**src/rtl/uc_pkg.sv**
```systemverilog
// Shared constants for the micro-controller control unit:
// opcodes, ALU operation codes and the FSM state type.
`timescale 1ns/1ps
package uc_pkg;

    typedef enum logic [1:0] {
        ST_RUN  = 2'b00,
        ST_HALT = 2'b01,
        ST_ERR  = 2'b10
    } uc_state_e;

    localparam logic [5:0] OPC_J    = 6'b000000;
    localparam logic [5:0] OPC_JZ   = 6'b000001;
    localparam logic [5:0] OPC_JNZ  = 6'b000010;
    localparam logic [5:0] OPC_HALT = 6'b000011;
    localparam logic [5:0] OPC_NOP  = 6'b000100;
    localparam logic [3:0] OPC_LI   = 4'b0100;

    localparam logic [2:0] ALU_PASS = 3'b000;
    localparam logic [2:0] ALU_NOT  = 3'b001;
    localparam logic [2:0] ALU_ADD  = 3'b010;
    localparam logic [2:0] ALU_SUB  = 3'b011;
    localparam logic [2:0] ALU_AND  = 3'b100;
    localparam logic [2:0] ALU_OR   = 3'b101;
    localparam logic [2:0] ALU_NEGA = 3'b110;
    localparam logic [2:0] ALU_NEGB = 3'b111;

    localparam logic [15:0] CNT_MAX = 16'hFFFF;

    function automatic logic [15:0] sat_inc(input logic [15:0] v);
        return (v == CNT_MAX) ? v : v + 16'd1;
    endfunction

endpackage

```
**src/rtl/uc_fsm_if.sv**
```systemverilog
// Bundle between the state/counter owner (master) and the
// combinational opcode decoder (slave).
`timescale 1ns/1ps
import uc_pkg::*;

interface uc_fsm_if;
    logic [5:0] opcode;
    logic       z;
    logic       start;
    uc_state_e  state;
    uc_state_e  nxt;
    logic       s_inc;
    logic       s_inm;
    logic       we3;
    logic       wez;
    logic [2:0] op;
    logic       retire;
    logic       jmp_taken;

    modport master (
        output opcode, z, start, state,
        input  nxt, s_inc, s_inm, we3, wez, op,
        input  retire, jmp_taken
    );

    modport slave (
        input  opcode, z, start, state,
        output nxt, s_inc, s_inm, we3, wez, op,
        output retire, jmp_taken
    );
endinterface

```
**src/rtl/uc_deco.sv**
```systemverilog
// Combinational opcode/state decoder: control word, next state
// and retire/jump-taken strobes for the performance counters.
`timescale 1ns/1ps
import uc_pkg::*;

module uc_deco (
    uc_fsm_if.slave bus
);

    logic [5:0] opc;
    uc_state_e  nxt;
    logic       s_inc;
    logic       s_inm;
    logic       we3;
    logic       wez;
    logic [2:0] op;
    logic       retire;
    logic       jmp;

    assign opc = bus.opcode;

    always_comb begin
        nxt    = bus.state;
        s_inc  = 1'b0;
        s_inm  = 1'b0;
        we3    = 1'b0;
        wez    = 1'b0;
        op     = ALU_PASS;
        retire = 1'b0;
        jmp    = 1'b0;
        unique case (bus.state)
            ST_RUN: begin
                unique case (1'b1)
                    opc[5]: begin
                        op     = opc[4:2];
                        we3    = 1'b1;
                        wez    = 1'b1;
                        s_inc  = 1'b1;
                        retire = 1'b1;
                    end
                    (opc[5:2] == OPC_LI): begin
                        we3    = 1'b1;
                        s_inm  = 1'b1;
                        s_inc  = 1'b1;
                        retire = 1'b1;
                    end
                    (opc == OPC_J): begin
                        retire = 1'b1;
                        jmp    = 1'b1;
                    end
                    (opc == OPC_JZ): begin
                        s_inc  = ~bus.z;
                        retire = 1'b1;
                        jmp    = bus.z;
                    end
                    (opc == OPC_JNZ): begin
                        s_inc  = bus.z;
                        retire = 1'b1;
                        jmp    = ~bus.z;
                    end
                    // PC holds: the HALT target is its own address
                    (opc == OPC_HALT): begin
                        retire = 1'b1;
                        nxt    = ST_HALT;
                    end
                    (opc == OPC_NOP): begin
                        s_inc  = 1'b1;
                        retire = 1'b1;
                    end
                    default: nxt = ST_ERR;
                endcase
            end
            ST_HALT: begin
                if (bus.start) begin
                    s_inc = 1'b1;
                    nxt   = ST_RUN;
                end
            end
            default: nxt = ST_ERR;
        endcase
    end

    assign bus.nxt       = nxt;
    assign bus.s_inc     = s_inc;
    assign bus.s_inm     = s_inm;
    assign bus.we3       = we3;
    assign bus.wez       = wez;
    assign bus.op        = op;
    assign bus.retire    = retire;
    assign bus.jmp_taken = jmp;

endmodule

```
**src/rtl/uc_fsm.sv**
```systemverilog
// Control unit top: RUN/HALT/ERROR state register, reset gating
// and optional saturating counters (macro UC_PERF_CNT_EN).
`timescale 1ns/1ps
import uc_pkg::*;

module uc_fsm (
    input  logic        clk,
    input  logic        reset,
    input  logic [5:0]  Opcode,
    input  logic        z,
    input  logic        start,
    output logic        s_inc,
    output logic        s_inm,
    output logic        we3,
    output logic        wez,
    output logic [2:0]  Op,
    output logic        halted,
    output logic        err,
    output logic [15:0] cyc_cnt,
    output logic [15:0] ret_cnt,
    output logic [15:0] jmp_cnt
);

    uc_state_e state_q;

    uc_fsm_if bus ();

    assign bus.opcode = Opcode;
    assign bus.z      = z;
    assign bus.start  = start;
    assign bus.state  = state_q;

    uc_deco u_deco (
        .bus (bus.slave)
    );

    always_ff @(posedge clk or negedge reset) begin
        if (!reset) state_q <= ST_RUN;
        else        state_q <= bus.nxt;
    end

    // Reset overrides the decode asynchronously, not just at the edge
    assign s_inc  = reset ? bus.s_inc : 1'b1;
    assign s_inm  = reset & bus.s_inm;
    assign we3    = reset & bus.we3;
    assign wez    = reset & bus.wez;
    assign Op     = reset ? bus.op : ALU_PASS;
    assign halted = reset & (state_q == ST_HALT);
    assign err    = reset & (state_q == ST_ERR);

`ifdef UC_PERF_CNT_EN
    logic [15:0] cyc_q;
    logic [15:0] ret_q;
    logic [15:0] jmp_q;

    always_ff @(posedge clk or negedge reset) begin
        if (!reset) begin
            cyc_q <= '0;
            ret_q <= '0;
            jmp_q <= '0;
        end else begin
            cyc_q <= sat_inc(cyc_q);
            if (bus.retire)    ret_q <= sat_inc(ret_q);
            if (bus.jmp_taken) jmp_q <= sat_inc(jmp_q);
        end
    end

    assign cyc_cnt = cyc_q;
    assign ret_cnt = ret_q;
    assign jmp_cnt = jmp_q;
`else
    logic unused_perf;
    assign unused_perf = bus.retire ^ bus.jmp_taken;

    assign cyc_cnt = '0;
    assign ret_cnt = '0;
    assign jmp_cnt = '0;
`endif

endmodule

```
**config.mk**
```make
export PLATFORM = sky130hd
export DESIGN_NAME = uc_fsm
export DESIGN_NICKNAME = d
export VERILOG_FILES = /design/src/rtl/uc_pkg.sv /design/src/rtl/uc_fsm_if.sv /design/src/rtl/uc_deco.sv /design/src/rtl/uc_fsm.sv
export SDC_FILE = /design/constraint.sdc
export NUM_CORES = 1
export LEC_CHECK = 0
export CAP_MARGIN = 5
export CORE_MARGIN = 8
export CORE_UTILIZATION = 25
export CTS_CLUSTER_DIAMETER = 80
export DETAILED_ROUTE_END_ITERATION = 8
export GPL_TIMING_DRIVEN = 0
export PLACE_DENSITY = 0.75
export REMOVE_ABC_BUFFERS = 1
export SLEW_MARGIN = 20
export SYNTH_ARGS = -nofsm -noshare
export SYNTH_HDL_FRONTEND = slang
export SYNTH_SLANG_ARGS = --single-unit
```
**constraint.sdc**
```tcl
create_clock -name clk -period 0.9 [get_ports clk]
set_input_delay 0.09 -clock clk [delete_from_list [all_inputs] [get_ports clk]]
set_output_delay 0.09 -clock clk [all_outputs]
set_load 0.005 [all_outputs]
```
== Word level (Yosys, flattened, before mapping) ==
Index checks and enable logic that the tools add are counted.

* Register bits after elaboration: 2
* Input port bits: 10
* Output and inout bits: 57
* Logic and storage cells: 38

* Eq/ne operators: 9
* Multiplexer cells: 16
* Bitwise gates (word level): 6
* Reduce and logical (&&, ||, !) cells: 6

{| class="wikitable"
|+ Operator list
! cell !! count
|-
| $eq A6 B2 Y1 const B || 2
|-
| $mux W3 || 3
|-
| $mux W1 || 8
|-
| $pmux W2 S2 || 2
|-
| $eq A6 B1 Y1 const B || 1
|-
| $eq A6 B3 Y1 const B || 1
|-
| $logic_not A6 Y1 || 1
|-
| $reduce_or A6 Y1 || 1
|-
| $and A1 B1 Y1 || 5
|-
| $eq A4 B3 Y1 const B || 1
|-
| $ne A2 B2 Y1 const B || 2
|-
| $pmux W1 S3 || 1
|-
| $reduce_or A3 Y1 || 1
|-
| $eq A2 B1 Y1 const B || 1
|-
| $eq A2 B2 Y1 const B || 1
|-
| $logic_not A2 Y1 || 1
|-
| $mux W2 || 1
|-
| $pmux W1 S2 || 1
|-
| $reduce_and A2 Y1 || 1
|-
| $reduce_or A2 Y1 || 1
|-
| $not A1 Y1 || 1
|}

== Logic depth before layout (Yosys ltp) ==
* Depth after elaboration: 5
* Gate-level depth with buffers: 3
* Depth with buffers taken out: 3

== By module ==
A second synthesis with hierarchy kept.

* Cell total of the unflattened synthesis: 88
* Area, all modules: 659.4 um^2

{| class="wikitable"
|+ Modules (own cells, without submodules)
! module !! instances !! cells an instance !! area an instance (um^2) !! seq. area each (um^2)
|-
| uc_fsm || 1 || 60 || 483.0 || 50.0
|-
| uc_deco || 1 || 28 || 176.4 || 0.0
|}

== Least setup slack after synthesis ==
No wires, ideal clock.

* Kind: register -> output
* Start: register state_q[0], in the netlist bus.state[0]
* End: output port Op[0]
* Arrival: 919 ps
* Required time: 810 ps
* Setup slack: -109 ps
* Cell stages (with the launch flop): 4
* Cell sequence: dfrtp_1 -> nor2_1 -> and3_2 -> and2_1

* Longest elaborated chain between the ends: 3

{| class="wikitable"
|+ RTL lines
! element !! RTL line !! source
|-
| start, declared || uc_fsm.sv:24 || <nowiki>uc_state_e state_q;</nowiki>
|-
| start signal, assigned || uc_fsm.sv:39 || <nowiki>else state_q <= bus.nxt;</nowiki>
|-
| $logic_not A2 Y1 || uc_deco.sv:31 || <nowiki>unique case (bus.state)</nowiki>
|-
| $mux W3 || uc_deco.sv:31 ||
|-
| $mux W3 || uc_fsm.sv:47 || <nowiki>assign Op = reset ? bus.op : ALU_PASS;</nowiki>
|-
| end, declared || uc_fsm.sv:16 || <nowiki>output logic [2:0] Op,</nowiki>
|}

No other way between the ends.

== Worst setup path in the final report ==
* Start: register state_q[0], in the netlist bus.state[0]
* End: output port s_inc

* Longest elaborated chain between the ends: 3

{| class="wikitable"
|+ RTL lines
! element !! RTL line !! source
|-
| $eq A2 B1 Y1 / $logic_not A2 Y1 (equally long branches) || uc_deco.sv:31 ||
|-
| $pmux W1 S2 (*) || uc_deco.sv:31 ||
|-
| $mux W1 (*) || uc_fsm.sv:43 || <nowiki>assign s_inc = reset ? bus.s_inc : 1'b1;</nowiki>
|-
| end, declared || uc_fsm.sv:12 || <nowiki>output logic s_inc,</nowiki>
|}

Mark *: on every way between the ends. The rest lies on a longest branch, timed or not.

==> Flow_metrics.wiki <==
{| class="wikitable"
! Metric !! Value
|-
| Number of global-route vias before repair || 483
|-
| Flip-flop count of the largest register after layout || 2
|-
| Total of fill cells in the finished design || 268
|-
| Number of warnings reported in the yosys synthesis log || 0
|-
| Initial core utilization || 0.2531
|-
| Clock sink count || 2
|-
| Area share of the largest cell type after synthesis || 0.5963
|-
| Status || finished, violations left
|-
| Routed length per instance || 10.90 um
|-
| Critical path peak fanout || 6
|-
| Power density normalized to cell area || 598.1 nW/um^2
|-
| Largest net degree at the start of global routing || 8
|-
| Failing checks || setup timing
|-
| Clock tree from TritonCTS || yes
|-
| Type of the most critical hold path || in -> reg
|-
| Clk Latency, worst-skew pair || 230 ps
|-
| Crit path launch type || flip-flop
|-
| CP Data Arrival Time || 1230 ps
|-
| Std-Cell Core Area || 2387 um^2
|-
| Number of iterations in the first detailed-routing pass || 4
|-
| Cell type with the highest aggregate area in the netlist || buf_4
|-
| Die Ht || 65.17 um
|-
| Detailed Place HPWL || 1176 um
|-
| Initial DRC count || 6
|-
| IO Port Bufs || 18
|-
| Global routing usage summed across all routing layers || 0.05971
|-
| Dominant cells by area after synthesis || buf_4 (60%), dfrtp_1 (8.3%), and2_1 (3.1%)
|-
| Share of final-layout standard cells stronger than drive strength 1 || 0.3462
|-
| Wire length reported by the detailed router || 1460 um
|-
| Synthesized area divided by synthesized cell count || 7.650 um^2
|-
| Hold violation count in the final report || 0
|-
| Final-report setup violation count || 11
|-
| Final slew viol count || 0
|-
| N_diodes || 0
|-
| Peak supply drop || 0.3884 mV
|-
| Via density per instance || 3.396
|-
| Synthesized cell area || 604.3 um^2
|-
| Most common library cells after synthesis || buf_4 (48), nor2_1 (4), and2_1 (3), inv_1 (3)
|-
| Critical path capture point type || output pin
|-
| Worst path required time || 810 ps
|-
| Post-layout nets || 116
|-
| Worst Clk Skew || 0.7586 ps
|-
| Portion of the post-synthesis area used by sequential elements || 0.08282
|-
| Most common cell in the synthesized netlist || buf_4
|-
| Post-route setup slack || -417.1 ps
|-
| Commonest register cell after synthesis || dfrtp_1
|-
| Number of instances in the synthesized netlist || 79
|-
| RSZ-0062 raised after global routing || yes
|-
| Number of distinct library cell variants in the gate-level netlist after synthesis || 23
|-
| Highest clock rate || 0.7593 GHz
|-
| DR vias || 455
|-
| Final estimated routing congestion in global placement || 0.7120
|-
| Placed cells || 126
|-
| Remaining DRCs || 0
|-
| Congestion Overflow GR || 0
|-
| Buffer type at the clock tree root || clkbuf_4
|-
| Fraction of registers with async set or reset after synthesis || 1.000
|-
| EDFF count, synth || 0
|-
| Remaining antenna violation count after routing || 0
|-
| Seq cells post-synth || 2
|-
| Fin Setup TNS || -3448 ps
|-
| Antenna violations before repair || 0
|-
| Worst-case register-to-register setup slack || -160 ps
|-
| Io pins || 67
|-
| Share of the clock period used by the worst path || 1.463
|-
| CTS clk-pin slew, worst paths || 30 ps
|-
| Number of buffers added by the clock tree synthesis step || 3
|-
| Final standard cell count with taps included and fillers excluded || 134
|-
| Reported leakage power || 0.0004029 uW
|-
| Count of max-cap constraint violations || 0
|-
| Die ar. || 4246 um^2
|-
| Class of the most critical setup path || reg -> out
|-
| Number of placement rows || 18
|-
| Die X-Extent || 65.17 um
|-
| Area growth, synth to finish || 24.22%
|-
| Number of buffers on the longest clock path || 2
|-
| Global-route wire length before repair || 2056 um
|-
| Post-layout minimum cycle time || 1317 ps
|-
| Core utilization of the finished layout || 0.3145
|-
| Htree depth || 1
|}
power breakdown:
group	switching (uW)	total, uW	internal (uW)
Clock	61.7	210	148
Combinational	100	149	48.4
Sequential	0.000000668	90.5	90.5
Total	162	449	287
area by class of cell:
cell class	instances	area, um^2	area share
sequential	2	52.55	0.07000
inverter	3	13.76	0.01833
tap	30	37.54	0.05000
multi-input combinational	73	435.4	0.5800
timing repair buffer	23	188.9	0.2517
clock buffer	3	22.52	0.03000
layout by cell type (no fill, tap or decap), types with 2 or more instances in the layout:
cell / synthesis / layout
nor2_4: 0 / 2
conb_1: 1 / 48
nor2_1: 4 / 2
clkdlybuf4s50_1: 0 / 2
buf_2: 0 / 6
and2_4: 0 / 2
dfrtp_2: 0 / 2
buf_6: 0 / 6
clkbuf_2: 0 / 4
inv_1: 3 / 2
dlygate4sd2_1: 0 / 2
clkbuf_4: 0 / 3
worst paths after layout:
| check | start | end | cells past startpoint |
|---|---|---|---|
| setup / recovery | bus.state[0]$_DFFE_PN0P_ | s_inc | 3 |
| hold / removal | Opcode[1] | bus.state[0]$_DFFE_PN0P_ | 3 |
| setup reg to reg | bus.state[0]$_DFFE_PN0P_ | bus.state[0]$_DFFE_PN0P_ | 4 |
| hold reg to reg | bus.state[1]$_DFFE_PN0P_ | bus.state[0]$_DFFE_PN0P_ | 2 |
| max in group asynchronous | reset | bus.state[1]$_DFFE_PN0P_ | 2 |
| min in group asynchronous | reset | bus.state[0]$_DFFE_PN0P_ | 2 |
logic make-up after synthesis:
| family | share of synthesized area |
|---|---|
| buffers and inverters | 0.6149 |
| flip-flops | 0.08282 |
| other | 0.006205 |
| AND/OR/NAND/NOR | 0.2257 |
| AO/OA/AOI/OAI | 0.07041 |
stage by stage:
stage / total power [uW] / hold WS (ps) / setup WS (ps) / cell area (um^2)
2_1_floorplan: 156.6 / -205.6 / -108.7 / 420.4
3_3_place_gp: 224.3 / 315.2 / -983.3 / 638.1
3_5_place_dp: 224.9 / 316.2 / -1002 / 638.1
4_1_cts: 439.2 / 77.95 / -400.7 / 700.7
5_1_grt: 474.8 / 198.5 / -436.7 / 750.7
6_report: 449.0 / 168.0 / -417.1 / 750.7
layer usage:
metal / vias to the layer above / track usage / part of all wire
met5: - / 0 / 0
met4: 0 / 0.04087 / 0.010
met3: 2 / 0.03231 / 0.15
met2: 38 / 0.1144 / 0.55
met1: 204 / 0.04331 / 0.29
li1: 211 / - / -
critical path, cell delays in order (launching register included):
cell      delay (ps)
dfrtp_2          420
buf_6            140
o311ai_2         260
buf_2            170
timing repair:
action / in CTS / in global routing
endpoints found under the hold margin: 0 / 2
gates cloned: 0 / 0
gates resized for setup: 55 / 19
endpoints found under the setup margin: 11 / 11
pin swaps: 6 / 8
hold buffers: 0 / 1
buffers inserted: 2 / 2
Note: power is estimated with default switching activity, not from simulation.
